`config.mk`:
```
export PLATFORM = sky130hd
export DESIGN_NAME = div_seq
export DESIGN_NICKNAME = d
export VERILOG_FILES = /design/src/rtl/div_seq.sv
export SDC_FILE = /design/constraint.sdc
export NUM_CORES = 1
export LEC_CHECK = 0
export ABC_AREA = 1
export CORE_MARGIN = 3
export CORE_UTILIZATION = 35
export CTS_CLUSTER_SIZE = 20
export DETAILED_ROUTE_END_ITERATION = 8
export GPL_TIMING_DRIVEN = 0
export PLACE_DENSITY = 0.58
export SLEW_MARGIN = 10
export SYNTH_ARGS = -nofsm -noshare
export SYNTH_HDL_FRONTEND = slang
export SYNTH_SLANG_ARGS = --single-unit
```
`constraint.sdc`:
```
create_clock -name clk -period 2 [get_ports clk]
set_clock_uncertainty 0.15 [all_clocks]
set_input_delay 0.6 -clock clk [delete_from_list [all_inputs] [get_ports clk]]
set_output_delay 0.6 -clock clk [all_outputs]
set_load 0.005 [all_outputs]
```
`src/rtl/div_seq.sv`:
```
// Sequential restoring divider: 2N-bit dividend / N-bit divisor, one quotient bit per clock.
// States: IDLE (waiting) | RUN (iterating, busy) | DONE (result valid for one cycle).
module div_seq #(
    parameter int N = 4
) (
    input  logic           clk,
    input  logic           rst,
    input  logic           start,
    input  logic [2*N-1:0] a,
    input  logic [N-1:0]   b,
    output logic           busy,
    output logic           valid,
    output logic [2*N-1:0] q,
    output logic [N-1:0]   r,
    output logic           dz
);

    localparam int CW = (2 * N > 1) ? $clog2(2 * N) : 1;
    localparam logic [CW-1:0] LAST = CW'(2 * N - 1);

    typedef enum logic [1:0] {
        IDLE = 2'd0,
        RUN  = 2'd1,
        DONE = 2'd2
    } state_t;

    state_t         state_q, state_d;
    logic [2*N-1:0] dvd_q, dvd_d;
    logic [N-1:0]   dvs_q, dvs_d;
    logic [N:0]     p_q, p_d;
    logic [2*N-1:0] quo_q, quo_d;
    logic [CW-1:0]  cnt_q, cnt_d;
    logic [2*N-1:0] q_res_q, q_res_d;
    logic [N-1:0]   r_res_q, r_res_d;
    logic           dz_q, dz_d;

    // Partial remainder stays below the divisor, so N+1 bits always hold the shifted value.
    logic [N:0] p_shift;
    logic [N:0] p_sub;
    logic       q_bit;

    assign p_shift = {p_q[N-1:0], dvd_q[2*N-1]};
    assign p_sub   = p_shift - {1'b0, dvs_q};
    assign q_bit   = (p_shift >= {1'b0, dvs_q});

    always_comb begin
        state_d = state_q;
        dvd_d   = dvd_q;
        dvs_d   = dvs_q;
        p_d     = p_q;
        quo_d   = quo_q;
        cnt_d   = cnt_q;
        q_res_d = q_res_q;
        r_res_d = r_res_q;
        dz_d    = dz_q;
        busy    = 1'b0;
        valid   = 1'b0;

        case (state_q)
            RUN: begin
                busy  = 1'b1;
                dvd_d = {dvd_q[2*N-2:0], 1'b0};
                p_d   = q_bit ? p_sub : p_shift;
                quo_d = {quo_q[2*N-2:0], q_bit};
                cnt_d = cnt_q + CW'(1);
                if (cnt_q == LAST) begin
                    q_res_d = quo_d;
                    r_res_d = p_d[N-1:0];
                    dz_d    = 1'b0;
                    state_d = DONE;
                end
            end
            DONE: begin
                valid   = 1'b1;
                state_d = IDLE;
            end
            default: state_d = IDLE;
        endcase

        // Accept overrides the DONE->IDLE step so back-to-back requests leave no gap.
        if (start && (state_q != RUN)) begin
            dvd_d = a;
            dvs_d = b;
            p_d   = '0;
            quo_d = '0;
            cnt_d = '0;
            if (b == '0) begin
                q_res_d = '1;
                r_res_d = '0;
                dz_d    = 1'b1;
                state_d = DONE;
            end else begin
                state_d = RUN;
            end
        end
    end

    always_ff @(posedge clk) begin
        if (rst) begin
            state_q <= IDLE;
            dvd_q   <= '0;
            dvs_q   <= '0;
            p_q     <= '0;
            quo_q   <= '0;
            cnt_q   <= '0;
            q_res_q <= '0;
            r_res_q <= '0;
            dz_q    <= 1'b0;
        end else begin
            state_q <= state_d;
            dvd_q   <= dvd_d;
            dvs_q   <= dvs_d;
            p_q     <= p_d;
            quo_q   <= quo_d;
            cnt_q   <= cnt_d;
            q_res_q <= q_res_d;
            r_res_q <= r_res_d;
            dz_q    <= dz_d;
        end
    end

    assign q  = q_res_q;
    assign r  = r_res_q;
    assign dz = dz_q;

endmodule

```
==> flow_summary.toml, run 1 <==
[run_status]
status = "finished, final reports clean"

[final_layout]
synthToLayoutAreaGrowth_pct = 26.49
multiInputGateArea_um2 = 828.3
postLayoutCoreUtil = 0.4620
drive_above_1_share = 0.1030
n_antenna_cell = 0
fill_cells = 554
post-route-cell-area_mm2 = 0.002390
num-nets-final = 323
fin_cells = 371
regArea_um2 = 823.3
layout_common_cells = "nand2_1, inv_1, dfxtp_1"
final_common_cell = "nand2_1"

[placed_design]
place_inst = 361
placed_area_mm2 = 0.002267
gp_congestion = 0.7189
hpwl_mm = 3.056
numPortBuffers = 29

[critical_path]
reg2regPathDepth = 9
crit_chain = "inv_2 -> nor2_4 -> buf_6 -> dlygate4sd2_1"
reg2reg_slack_ps = 230
worstSetupPathType = "flip-flop to primary output"
slowest_delay_ps = 360
crit_path_start_kind = "flip-flop"
worst_path_max_delay_cell = "dfxtp_2"
crit_arrival_ps = 1160
critPathLaunch = "state_q[0]"
crit_path_max_fanout = 3
worstPathRequired_ps = 1250
crit_path_end_kind = "primary output"
r2r-end = "p_q[2]"
r2r_start = "dvs_q[1]"
crit_end = "busy"

[sta]
holdWs_ps = 312.7
setup_viol = 0
fin_setup_tns_ps = 0
hold_violations = 0
layout_worst_path_cycle_share = 0.9536
period_needed_ps = 1907
rsz0062_at_grt = "false"
max_slew_margin = 0.8111
worst_pin_slew_ps = 282.4
clock.fmax_ghz = 0.5244
slew_violations = 0

[grt]
grt_pass1_vias = 1632
overflow = 0
grt_usage = 0.1468
grt_max_degree = 13
grt_first_pass_wirelength_mm = 7.265
antenna_found_initial = 0

[clock_network]
clock-root-buffer = "clkbuf_8"
cts_tree = "built"
cts.path.max_buffers = 2
cts_sinks = 41
hold_buffers = 0
clk_latency_ps = 290
h-tree-depth = 2
clk_pin_slew_ps = 80
cts_buffers = 5

[logic_synthesis]
synth-seq-cells = 41
syn_nets = 284
synth_cells = 262
synth_area_mm2 = 0.001889
yosysWarnings = 0
syn_area_per_cell_um2 = 7.211
ys_types = 28
yosysSeqAreaShare = 0.4344

[die]
die_x_um = 79.47
fp.dieH_um = 79.47
coreArea_mm2 = 0.005172
die_area_mm2 = 0.006315
std_cell_rows = 26
initial_core_util = 0.3653
ios = 30

[worst_hold_path]
hp-start = "dvs_q[3]"
hold_path.class = "flip-flop to flip-flop"

[detailed_routing]
drt_pass1_iterations = 4
drc_errors = 0
drtIter0Drc = 82
wl_mm = 4.139
vias = 1692
ant_nets = 0
viasPerCell = 4.561
avgRoutedWirePerCell_um = 11.16

[flow_run]
max_cap_violations = 0

[pwr]
power_leakage_nw = 1.123
vdd_drop_max_v = 0.0003254
power.density_mw_per_mm2 = 711.7
## critical path, delay by kind of cell (launching register included)
family	cells	cell delay [ps]
AND/OR/NAND/NOR	1	110
flip-flops	1	360
buffers and inverters	3	390
## flip-flops by register name, indices dropped and copies added (netlist names)
signal	flops
cnt_q	3
q	8
dz	1
dvs_q	4
p_q	4
quo_q	7
r	4
dvd_q	8
state_q	2
## layout make-up
type | count | share of cell area
Multi-Input combinational cell | 164 | 0.3466
Sequential cell | 41 | 0.3445
Timing Repair Buffer | 32 | 0.1298
Inverter | 48 | 0.07696
Tap cell | 70 | 0.03665
Clock buffer | 6 | 0.03456
Buffer | 9 | 0.02775
Clock inverter | 1 | 0.003141
## cells by family after synthesis
family                   share of synthesized area
AND/OR/NAND/NOR                             0.2358
flip-flops                                  0.4344
buffers and inverters                       0.1285
AO/OA/AOI/OAI                               0.1417
adder cells (fa/ha/maj)                    0.05033
XOR/XNOR                                  0.009273
## worst min-delay path by stage
| stage | depth (start not counted) | slack, ps | endpoint |
|---|---|---|---|
| 2_1_floorplan | 2 | 290 | dvs_q[2] |
| 3_3_place_gp | 2 | 300 | dz |
| 3_5_place_dp | 2 | 310 | dz |
| 4_1_cts | 2 | 320 | dvs_q[3] |
| 5_1_grt | 2 | 340 | dvs_q[3] |
| 6_report | 2 | 310 | dvs_q[3] |
## routing by layer
layer,part of all wire,global-route usage
met2,0.48,0.2471
met4,0.012,0.04811
met5,0,0
met3,0.033,0.03837
met1,0.48,0.1814
## per-stage QoR
step / power (mW) / setup WS [ps]
after floorplan: 1.069 / 443.9
after global placement: 1.160 / -259.5
after detailed placement: 1.161 / -260.2
after CTS: 1.720 / 54.45
after global routing: 1.788 / 41.72
final: 1.701 / 92.90
## power by group
group / internal, mW / total [mW] / switching [mW]
clock: 0.273 / 0.549 / 0.277
combinational: 0.120 / 0.289 / 0.169
sequential: 0.847 / 0.862 / 0.0154
total: 1.24 / 1.70 / 0.461
## Yosys cell counts
library cell	number	area (um^2)
buf_2	5	25.02
clkbuf_1	1	3.750
nor2_2	1	6.260
nand2_1	65	244.0
buf_4	1	7.510
o221ai_1	4	35.03
inv_4	1	6.260
clkinv_2	1	5.000
o21ai_0	14	70.07
buf_6	2	22.52
fa_1	1	20.02
o21ai_1	2	10.01
inv_2	2	7.510
o21a_1	1	7.510
nor2_1	18	67.56
inv_1	44	165.2
nand2_4	1	11.26
nand3_1	16	80.08
a21oi_1	26	130.1
nor2_4	1	11.26
xor2_1	1	8.760
nand2_2	2	12.51
o211ai_1	2	15.01
ha_1	6	75.07
dfxtp_1	41	820.8
nand3b_1	1	7.510
xnor2_1	1	8.760
nor3_1	1	5.000
## repair_timing
action                     in CTS  in global routing
setup endpoints to repair       2                  4
gates resized for setup         7                  2
buffers inserted                3                  0
pin swaps                       1                  0
Note: power is estimated with default switching activity, not from simulation.
==> inputs of run 2 (changes only) <==
--- a/config.mk
+++ b/config.mk
@@ -6,10 +6,12 @@
 export NUM_CORES = 1
 export LEC_CHECK = 0
 export ABC_AREA = 1
+export CAP_MARGIN = 20
 export CORE_MARGIN = 3
 export CORE_UTILIZATION = 35
 export CTS_CLUSTER_SIZE = 20
 export DETAILED_ROUTE_END_ITERATION = 8
+export GPL_ROUTABILITY_DRIVEN = 1
 export GPL_TIMING_DRIVEN = 0
 export PLACE_DENSITY = 0.58
 export SLEW_MARGIN = 10
==> results of run 2 <==
Final layout, timing and power as in run 1 (identical DEF).
==> inputs of run 3 (changes only) <==
--- a/config.mk
+++ b/config.mk
@@ -9,6 +9,7 @@
 export CAP_MARGIN = 20
 export CORE_MARGIN = 3
 export CORE_UTILIZATION = 35
+export CTS_BUF_LIST = sky130_fd_sc_hd__clkbuf_4 sky130_fd_sc_hd__clkbuf_8 sky130_fd_sc_hd__clkbuf_16
 export CTS_CLUSTER_SIZE = 20
 export DETAILED_ROUTE_END_ITERATION = 8
 export GPL_ROUTABILITY_DRIVEN = 1
==> results of run 3 <==
Final layout, timing and power as in run 1 (identical DEF).
